## config.mk

```make
export PLATFORM = sky130hd
export DESIGN_NAME = fetch_stage
export DESIGN_NICKNAME = d
export VERILOG_FILES = /design/src/rtl/mips_defs.sv /design/src/rtl/fetch_stage_if_id_reg.sv /design/src/rtl/fetch_stage.sv
export SDC_FILE = /design/constraint.sdc
export NUM_CORES = 1
export LEC_CHECK = 0
export BUFFER_PORTS_ARGS = -buffer_cell sky130_fd_sc_hd__buf_4
export CAP_MARGIN = 10
export CELL_PAD_IN_SITES_DETAIL_PLACEMENT = 1
export CELL_PAD_IN_SITES_GLOBAL_PLACEMENT = 1
export CORE_MARGIN = 3
export CORE_UTILIZATION = 42
export CTS_BUF_LIST = sky130_fd_sc_hd__clkbuf_8
export DETAILED_ROUTE_END_ITERATION = 6
export GPL_TIMING_DRIVEN = 0
export PLACE_DENSITY_LB_ADDON = 0.1
export SLEW_MARGIN = 20
export SYNTH_ARGS = -nofsm -noshare
export SYNTH_HDL_FRONTEND = slang
export SYNTH_SLANG_ARGS = --single-unit
```

## constraint.sdc

```tcl
create_clock -name clk -period 2.53 [get_ports clk]
set_input_delay 0.253 -clock clk [delete_from_list [all_inputs] [get_ports clk]]
set_output_delay 0.253 -clock clk [all_outputs]
set_load 0.02 [all_outputs]
```

## src/rtl/mips_defs.sv

```systemverilog
// Shared constants for the MIPS pipeline: reset PC, bubble word and fetch FSM encodings.
package mips_defs;

    localparam logic [31:0] DEF_RESET_PC  = 32'h0000_3000;
    localparam logic [31:0] DEF_NOP_INSTR = 32'h0000_0000;

    localparam logic [1:0] S_IDLE  = 2'd0;
    localparam logic [1:0] S_REQ   = 2'd1;
    localparam logic [1:0] S_HOLD  = 2'd2;
    localparam logic [1:0] S_DRAIN = 2'd3;

endpackage

```

## src/rtl/fetch_stage_if_id_reg.sv

```systemverilog
// IF/ID pipeline register: load a fetched word, insert a bubble, or hold.
module if_id_reg
    import mips_defs::*;
#(
    parameter logic [31:0] NOP_INSTR = DEF_NOP_INSTR
) (
    input  logic        clk,
    input  logic        rst_n,
    input  logic        load,
    input  logic        bubble,
    input  logic [31:0] load_instr,
    input  logic [31:0] load_pcplus,
    input  logic        load_adel,
    output logic [31:0] instr,
    output logic [31:0] pcplus,
    output logic        valid,
    output logic        adel
);

    // A bubble leaves pcplus untouched; only instr/valid/adel mark it as empty.
    always_ff @(posedge clk or negedge rst_n) begin
        if (!rst_n) begin
            instr  <= NOP_INSTR;
            pcplus <= 32'd0;
            valid  <= 1'b0;
            adel   <= 1'b0;
        end else if (bubble) begin
            instr  <= NOP_INSTR;
            valid  <= 1'b0;
            adel   <= 1'b0;
        end else if (load) begin
            instr  <= load_instr;
            pcplus <= load_pcplus;
            valid  <= 1'b1;
            adel   <= load_adel;
        end
    end

endmodule

```

## src/rtl/fetch_stage.sv

```systemverilog
// MIPS IF stage: PC register, req/ack instruction fetch FSM and IF/ID register.
// Optional misaligned-PC check is built when FETCH_ALIGN_CHECK_EN is defined.
module fetch_stage
    import mips_defs::*;
#(
    parameter logic [31:0] RESET_PC  = DEF_RESET_PC,
    parameter logic [31:0] NOP_INSTR = DEF_NOP_INSTR
) (
    input  logic        clk,
    input  logic        rst_n,
    input  logic [31:0] npc_address,
    input  logic        stallD,
    input  logic        flushD,
    output logic        imem_req,
    output logic [31:0] imem_addr,
    input  logic        imem_ack,
    input  logic [31:0] imem_rdata,
    output logic [31:0] pcF,
    output logic [31:0] pcplusF,
    output logic [31:0] instrD,
    output logic [31:0] pcplusD,
    output logic        validD,
    output logic        adelD
);

    logic [1:0]  state, state_nxt;
    logic [31:0] pc, pc_nxt;
    logic [31:0] redir, redir_nxt;
    logic [31:0] hold, hold_nxt;
    logic        ifid_load, ifid_bubble, ifid_adel;
    logic [31:0] ifid_instr;
    logic        misalign;

`ifdef FETCH_ALIGN_CHECK_EN
    assign misalign = (pc[1:0] != 2'b00);
`else
    assign misalign = 1'b0;
`endif

    assign pcF       = pc;
    assign pcplusF   = pc + 32'd4;
    assign imem_addr = pc;
    assign imem_req  = ((state == S_REQ) && !misalign) || (state == S_DRAIN);

    always_comb begin
        state_nxt   = state;
        pc_nxt      = pc;
        redir_nxt   = redir;
        hold_nxt    = hold;
        ifid_load   = 1'b0;
        ifid_bubble = flushD;
        ifid_instr  = hold;
        ifid_adel   = 1'b0;
        case (state)
            S_IDLE: state_nxt = S_REQ;
            S_REQ: begin
                if (misalign) begin
                    // No request is issued; the error rides down the pipe as a valid NOP.
                    if (flushD) begin
                        pc_nxt = npc_address;
                    end else if (!stallD) begin
                        ifid_load  = 1'b1;
                        ifid_instr = NOP_INSTR;
                        ifid_adel  = 1'b1;
                        pc_nxt     = npc_address;
                    end
                end else if (flushD) begin
                    if (imem_ack) begin
                        pc_nxt = npc_address;
                    end else begin
                        redir_nxt = npc_address;
                        state_nxt = S_DRAIN;
                    end
                end else if (imem_ack && !stallD) begin
                    ifid_load  = 1'b1;
                    ifid_instr = imem_rdata;
                    pc_nxt     = npc_address;
                end else if (imem_ack) begin
                    hold_nxt  = imem_rdata;
                    state_nxt = S_HOLD;
                end else begin
                    ifid_bubble = !stallD;
                end
            end
            S_HOLD: begin
                if (flushD) begin
                    hold_nxt  = 32'd0;
                    pc_nxt    = npc_address;
                    state_nxt = S_REQ;
                end else if (!stallD) begin
                    ifid_load = 1'b1;
                    pc_nxt    = npc_address;
                    state_nxt = S_REQ;
                end
            end
            default: begin
                // S_DRAIN: finish the abandoned request, then jump to the latest redirect.
                ifid_bubble = 1'b1;
                if (imem_ack) begin
                    pc_nxt    = flushD ? npc_address : redir;
                    state_nxt = S_REQ;
                end else if (flushD) begin
                    redir_nxt = npc_address;
                end
            end
        endcase
    end

    always_ff @(posedge clk or negedge rst_n) begin
        if (!rst_n) begin
            state <= S_IDLE;
            pc    <= RESET_PC;
            redir <= 32'd0;
            hold  <= 32'd0;
        end else begin
            state <= state_nxt;
            pc    <= pc_nxt;
            redir <= redir_nxt;
            hold  <= hold_nxt;
        end
    end

    if_id_reg #(
        .NOP_INSTR(NOP_INSTR)
    ) u_if_id (
        .clk        (clk),
        .rst_n      (rst_n),
        .load       (ifid_load),
        .bubble     (ifid_bubble),
        .load_instr (ifid_instr),
        .load_pcplus(pcplusF),
        .load_adel  (ifid_adel),
        .instr      (instrD),
        .pcplus     (pcplusD),
        .valid      (validD),
        .adel       (adelD)
    );

endmodule

```

Word-level counts from Yosys, hierarchy flattened

Index checks and enable logic that the tools add are counted.

Input bits: 69
Output and inout bits: 163
Bits in registers: 164

Mux-type cells: 43
Add/sub/neg operators: 1
Eq/ne operators: 14
Reductions and logical operators: 14
Bitwise gates (word level): 4

Operator list:

| cell                    | count |
|---|---|
| $mux W32                | 19 |
| $pmux W32 S2            | 2 |
| $pmux W32 S3            | 1 |
| $add A32 B3 Y32 const B | 1 |
| $ne A3 B3 Y1 const B    | 5 |
| $reduce_and A5 Y1       | 3 |
| $mux W2                 | 7 |
| $mux W1                 | 11 |
| $ne A2 B2 Y1 const B    | 5 |
| $pmux W2 S3             | 1 |
| $eq A2 B2 Y1 const B    | 2 |
| $not A1 Y1              | 4 |
| $pmux W1 S2             | 2 |
| $reduce_bool A2 Y1      | 2 |
| $reduce_bool A4 Y1      | 1 |
| $ne A3 B2 Y1 const B    | 1 |
| $reduce_and A3 Y1       | 1 |
| $reduce_bool A3 Y1      | 1 |
| $eq A2 B1 Y1 const B    | 1 |
| $logic_not A2 Y1        | 1 |
| $reduce_and A2 Y1       | 1 |
| $reduce_or A2 Y1        | 1 |
| $logic_and A1 B1 Y1     | 1 |
| $logic_not A1 Y1        | 1 |
| $logic_or A1 B1 Y1      | 1 |

Longest topological paths before layout

Depth after elaboration: 7
Depth in mapped cells: 9
Depth with buffers taken out: 6

Hierarchy

A second synthesis with hierarchy kept.

Cells, all modules: 690
Area total of the unflattened synthesis: 8,495.6 µm²

Modules (own cells, without submodules):

| module      | seq. area each (µm²) | cells each | area each (µm²) | instances |
|---|---|---|---|---|
| fetch_stage | 2,454.9              | 511        | 5,808.1         | 1 |
| if_id_reg   | 1,651.6              | 179        | 2,687.6         | 1 |

Worst setup path before layout

OpenSTA, ideal clock, no wires.

Kind: register to output
Start point: reg pc[3], in the netlist imem_addr[3]
End point: out pcplusF[16]
Cell stages (with the launch flop): 6
Path slack: 0.354 ns
Data required time: 2.277 ns
Arrival time: 1.923 ns
Path buffers: 0
Cell sequence: dfrtp_1 ha_1 nand4_2 or4_4 or3_1 nand2_1

Longest elaborated chain between the ends: 1

Ends and longest elaborated chain:

| element                | line               | text |
|---|---|---|
| from (decl)            | fetch_stage.sv:27  | `logic [31:0] pc, pc_nxt;` |
| from (signal assigned) | fetch_stage.sv:117 | `pc <= pc_nxt;` |
| $add A32 B3 Y32        | fetch_stage.sv:41  | `assign pcplusF = pc + 32'd4;` |
| to (decl)              | fetch_stage.sv:19  | `output logic [31:0] pcplusF,` |

Every way passes these cells.

Worst setup path in the final report

Start point: reg pc[13], in the netlist imem_addr[13]
End point: out pcplusF[28]

Same word-level chain as after synthesis.

==> flow_summary_export.csv <==
group,metric,value,unit
outcome,status,"finished with violations",
outcome,violations,"setup timing",
global_route,grt_usage,24.8,%
worst_hold_path,whs_endpoint,"redir[8]$_DFFE_PN0P_",
power,power_frac_clock,11.9,%
floorplan,rows,50,
route,wire_per_inst,21.0,µm
timing,relSlewSlack,57.9,%
synth,synth_area,8130,µm²
synth,async_flop_share,100,%
route,drc_errors,0,
global_route,grt_max_degree,87,
floorplan,die_area,21100,µm²
timing,fmax,381,MHz
worst_setup_path,start_kind,"register",
route,num_vias,6936,
synth,synth-xor-area-share,1.29,%
route,viasPerCell,5.42,
placement,place.port_buffers,229,
clock_tree,numCtsBuffers,17,
clock_tree,clk_latency,0.46,ns
clock_tree,h-tree-depth,4,
synth,yosys.area_share.adder,1.08,%
placement,placedCellCount,1201,
synth,yosys_most_used_dff,"dfrtp_1",
synth,ys_ff_latch,163,
clock_tree,clock_sinks,163,
worst_hold_path,hp-class,"primary input to register",
power,p_sw,6.84,mW
timing,fin_crit,2.62,ns
worst_setup_path,ff2ff_setup_slack,0.17,ns
cells_and_area,syn_to_final_growth,39.4,%
clock_tree,clk_pin_slew_worst_paths,0.10,ns
cells_and_area,fillers,2033,
global_route,grt_pass1_wl,42100,µm
synth,synth_edf_count,0,
placement,place_ws,-0.172,ns
power,cell_internal_pwr,8.73,mW
synth,synth_compound_area_share,9.88,%
timing,setup_violations,6,
power,vdd_ir_drop_max,0.774,mV
floorplan,io_pins,232,
timing,hold_viol_final,0,
cells_and_area,drive_above_1_share,52.4,%
run,cap_violations,0,
worst_setup_path,reg2reg_from,"state[1]$_DFFE_PN0P_",
clock_tree,cts_buffer_depth,2,
power,combPwrFrac,57.2,%
placement,dpl_cell_area,10200,µm²
worst_setup_path,worstPathRequired,2.28,ns
worst_hold_path,min_from,"npc_address[8]",
worst_setup_path,end_kind,"primary output",
worst_setup_path,cp.arrival,2.37,ns
clock_tree,root_buffer,"clkbuf_8",
floorplan,die_w,145,µm
worst_setup_path,critPathMaxFanout,4,
cells_and_area,fin_nets,1083,
clock_tree,cts_tree,"yes",
route,ant_nets,0,
cells_and_area,antenna_cells,0,
timing,fin_ws,-0.0916,ns
placement,place.gp.congestion,0.847,
floorplan,start_util,43.2,%
route,first_pass_iters,5,
worst_hold_path,worstHoldPathCells,2,
synth,muxShareOfSynthArea,19.7,%
power,seqPwrFrac,31.0,%
placement,dp_hpwl,18400,µm
worst_setup_path,timing.rr.end,"u_if_id.pcplus[15]$_DFFE_PN0P_",
synth,avgSynthCellArea,11.4,µm²
route,drt_first_iter_violations,273,
floorplan,fp.coreArea,18800,µm²
timing,slew_violations,0,
timing,tightestPinTransition,0.631,ns
route,totalWireLength,26800,µm
worst_setup_path,rr_worst_depth,9,
synth,ys_seq_area_share,50.2,%
power,swShare,43.9,%
synth,synth_cell_type_count,51,
timing,fin_skew,0.0145,ns
global_route,grt_overflow,0,
synth,ys_warn_count,0,
synth,synth_top_family_by_area,"multiplexers",
worst_setup_path,critPathKind,"register to primary output",
power,leakage,5.22,nW
cells_and_area,final_area,11300,µm²
global_route,first_global_vias,7607,
synth,synthesis.nets,787,
power,power_density,1370,nW/µm²
synth,synthSimpleGateAreaFrac,11.7,%
timing,finalCritPeriodShare,104,%
timing,rsz0062_at_grt,"true",
timing,holdWs,0.0315,ns
floorplan,die-height,145,µm
synth,syn_inst,711,
global_route,antenna_found_initial,0,
cells_and_area,final-instance-count-excl-fill,1279,
-- power groups by stage --
stage / clock, mW / combinational (mW) / sequential [mW]
final: 1.85 / 8.90 / 4.82
after global routing: 2.02 / 9.55 / 4.96
after CTS: 1.88 / 8.62 / 4.76
after detailed placement: 0 / 7.98 / 4.84
after global placement: 0 / 7.70 / 4.75
after floorplan: 0 / 4.28 / 5.19
-- per-stage QoR --
step,power (mW),util (%),setup TNS [ns]
global placement,12.4,54.0,-1.47
detailed placement,12.8,54.2,-5.86
finish,15.6,60.2,-0.199
floorplan,9.47,-,0
CTS,15.3,58.8,-0.0913
global route,16.5,60.2,-0.898
-- state kept, by name, summed over array words and instances, names as in the netlist --
signal / flops
hold: 32
imem_addr: 32
redir: 32
u_if_id.instr: 32
u_if_id.pcplus: 32
state: 2
u_if_id.valid: 1
-- cell usage after synthesis, types with 2 or more instances --
cell / number / area share [%]
dfrtp_1: 161 / 50
mux2_2: 86 / 12
nand2_1: 60 / 2.8
mux2i_1: 46 / 5.7
buf_4: 39 / 3.6
nand2b_1: 35 / 2.7
o2bb2ai_1: 32 / 3.4
o21ai_0: 26 / 1.6
buf_2: 21 / 1.3
clkbuf_1: 20 / 0.92
a21oi_1: 19 / 1.2
o21ai_1: 17 / 1.0
a31oi_1: 15 / 1.2
mux2_1: 15 / 2.1
nand3_1: 10 / 0.62
inv_1: 8 / 0.37
ha_1: 7 / 1.1
nand4_1: 7 / 0.54
o31ai_1: 7 / 0.65
or3_1: 7 / 0.54
nor4_1: 6 / 0.46
xnor2_1: 6 / 0.65
xor2_1: 6 / 0.65
and4_1: 5 / 0.54
nor3_1: 5 / 0.31
and2_1: 4 / 0.31
and3_1: 4 / 0.31
nor2_1: 4 / 0.18
nand4b_1: 3 / 0.32
nor2b_1: 3 / 0.23
or4_1: 3 / 0.28
dfstp_2: 2 / 0.65
nand3b_1: 2 / 0.18
nand4_2: 2 / 0.31
or2_2: 2 / 0.15
-- layer usage --
layer  vias up  track usage (%)  share of wire [%]
met2       250             43.9                 52
met5         -                0                  0
li1       3106                -                  -
met3        60             4.93                5.3
met4         0             8.78                2.6
met1      3520             30.2                 40
-- cell families (layout without fill, tap and decap cells) --
group | count (synthesis) | after routing
and+or+nand+nor | 169 | 169
DFF | 163 | 163
muxes | 147 | 147
AOI/OAI and AO/OA | 124 | 124
buffers and inverters | 88 | 396
xor gates and xnor gates | 12 | 12
adders and majority gates | 7 | 7
other | 1 | 1
-- worst max-delay path, cell delays in order (launching register included) --
cell and delay [ns]:
dfstp_2 0.57, nand2_2 0.14, nor4_4 0.43, or4b_4 0.52, nand2_1 0.12, buf_4 0.15
-- worst max-delay path by stage --
stage	from	slack (ns)	depth (start not counted)	end
after floorplan	imem_addr[3]$_DFFE_PN0P_	0.35	5	pcplusF[16]
after global placement	state[0]$_DFFE_PN0P_	-0.09	6	imem_addr[27]$_DFFE_PN0P_
after detailed placement	state[0]$_DFFE_PN0P_	-0.17	8	imem_addr[9]$_DFFE_PN0P_
after CTS	imem_addr[12]$_DFFE_PN1P_	-0.04	5	pcplusF[16]
after global routing	imem_addr[13]$_DFFE_PN1P_	-0.17	5	pcplusF[28]
final	imem_addr[13]$_DFFE_PN1P_	-0.09	5	pcplusF[28]
-- timing repair --
| action | in CTS | in global routing |
|---|---|---|
| pin swaps | 5 | 10 |
| setup endpoints to repair | 116 | 123 |
| hold buffers | 1 | 1 |
| buffers inserted | 33 | 12 |
| gates resized for setup | 70 | 55 |
| cloned | 1 | 0 |
| endpoints found under the hold margin | 76 | 1 |
-- final cells by class --
type	instances	area, µm²	share of cell area, %
Timing Repair Buffer	278	2170	19.2
Inverter	8	30.0	0.265
Multi-Input combinational cell	460	3800	33.5
Tap cell	260	325	2.87
Buffer	79	518	4.57
Clock inverter	13	128	1.13
Sequential cell	163	4110	36.3
Clock buffer	18	248	2.19
-- layout by cell type (no fill, tap or decap), types with 4 or more instances in the layout --
cell	netlist	routed
nand2b_1	35	35
o21ai_1	17	22
inv_1	8	8
buf_6	0	13
xnor2_1	6	5
and2_1	4	4
o21ai_0	26	18
or4_4	1	4
dfrtp_2	0	23
clkbuf_2	0	5
clkbuf_1	20	12
nand2_2	1	10
or3_4	0	5
a21oi_1	19	19
nand2_1	60	50
buf_2	21	13
mux2_1	15	15
nand3_1	10	9
clkbuf_8	0	18
xor2_1	6	6
o2bb2ai_1	32	32
mux2_2	86	86
clkinv_4	0	4
mux2i_1	46	46
nor3_1	5	5
dfrtp_1	161	138
a31oi_1	15	15
buf_4	39	305
ha_1	7	6
nand4_1	7	7
No activity file was read; power rests on OpenSTA's default activity.
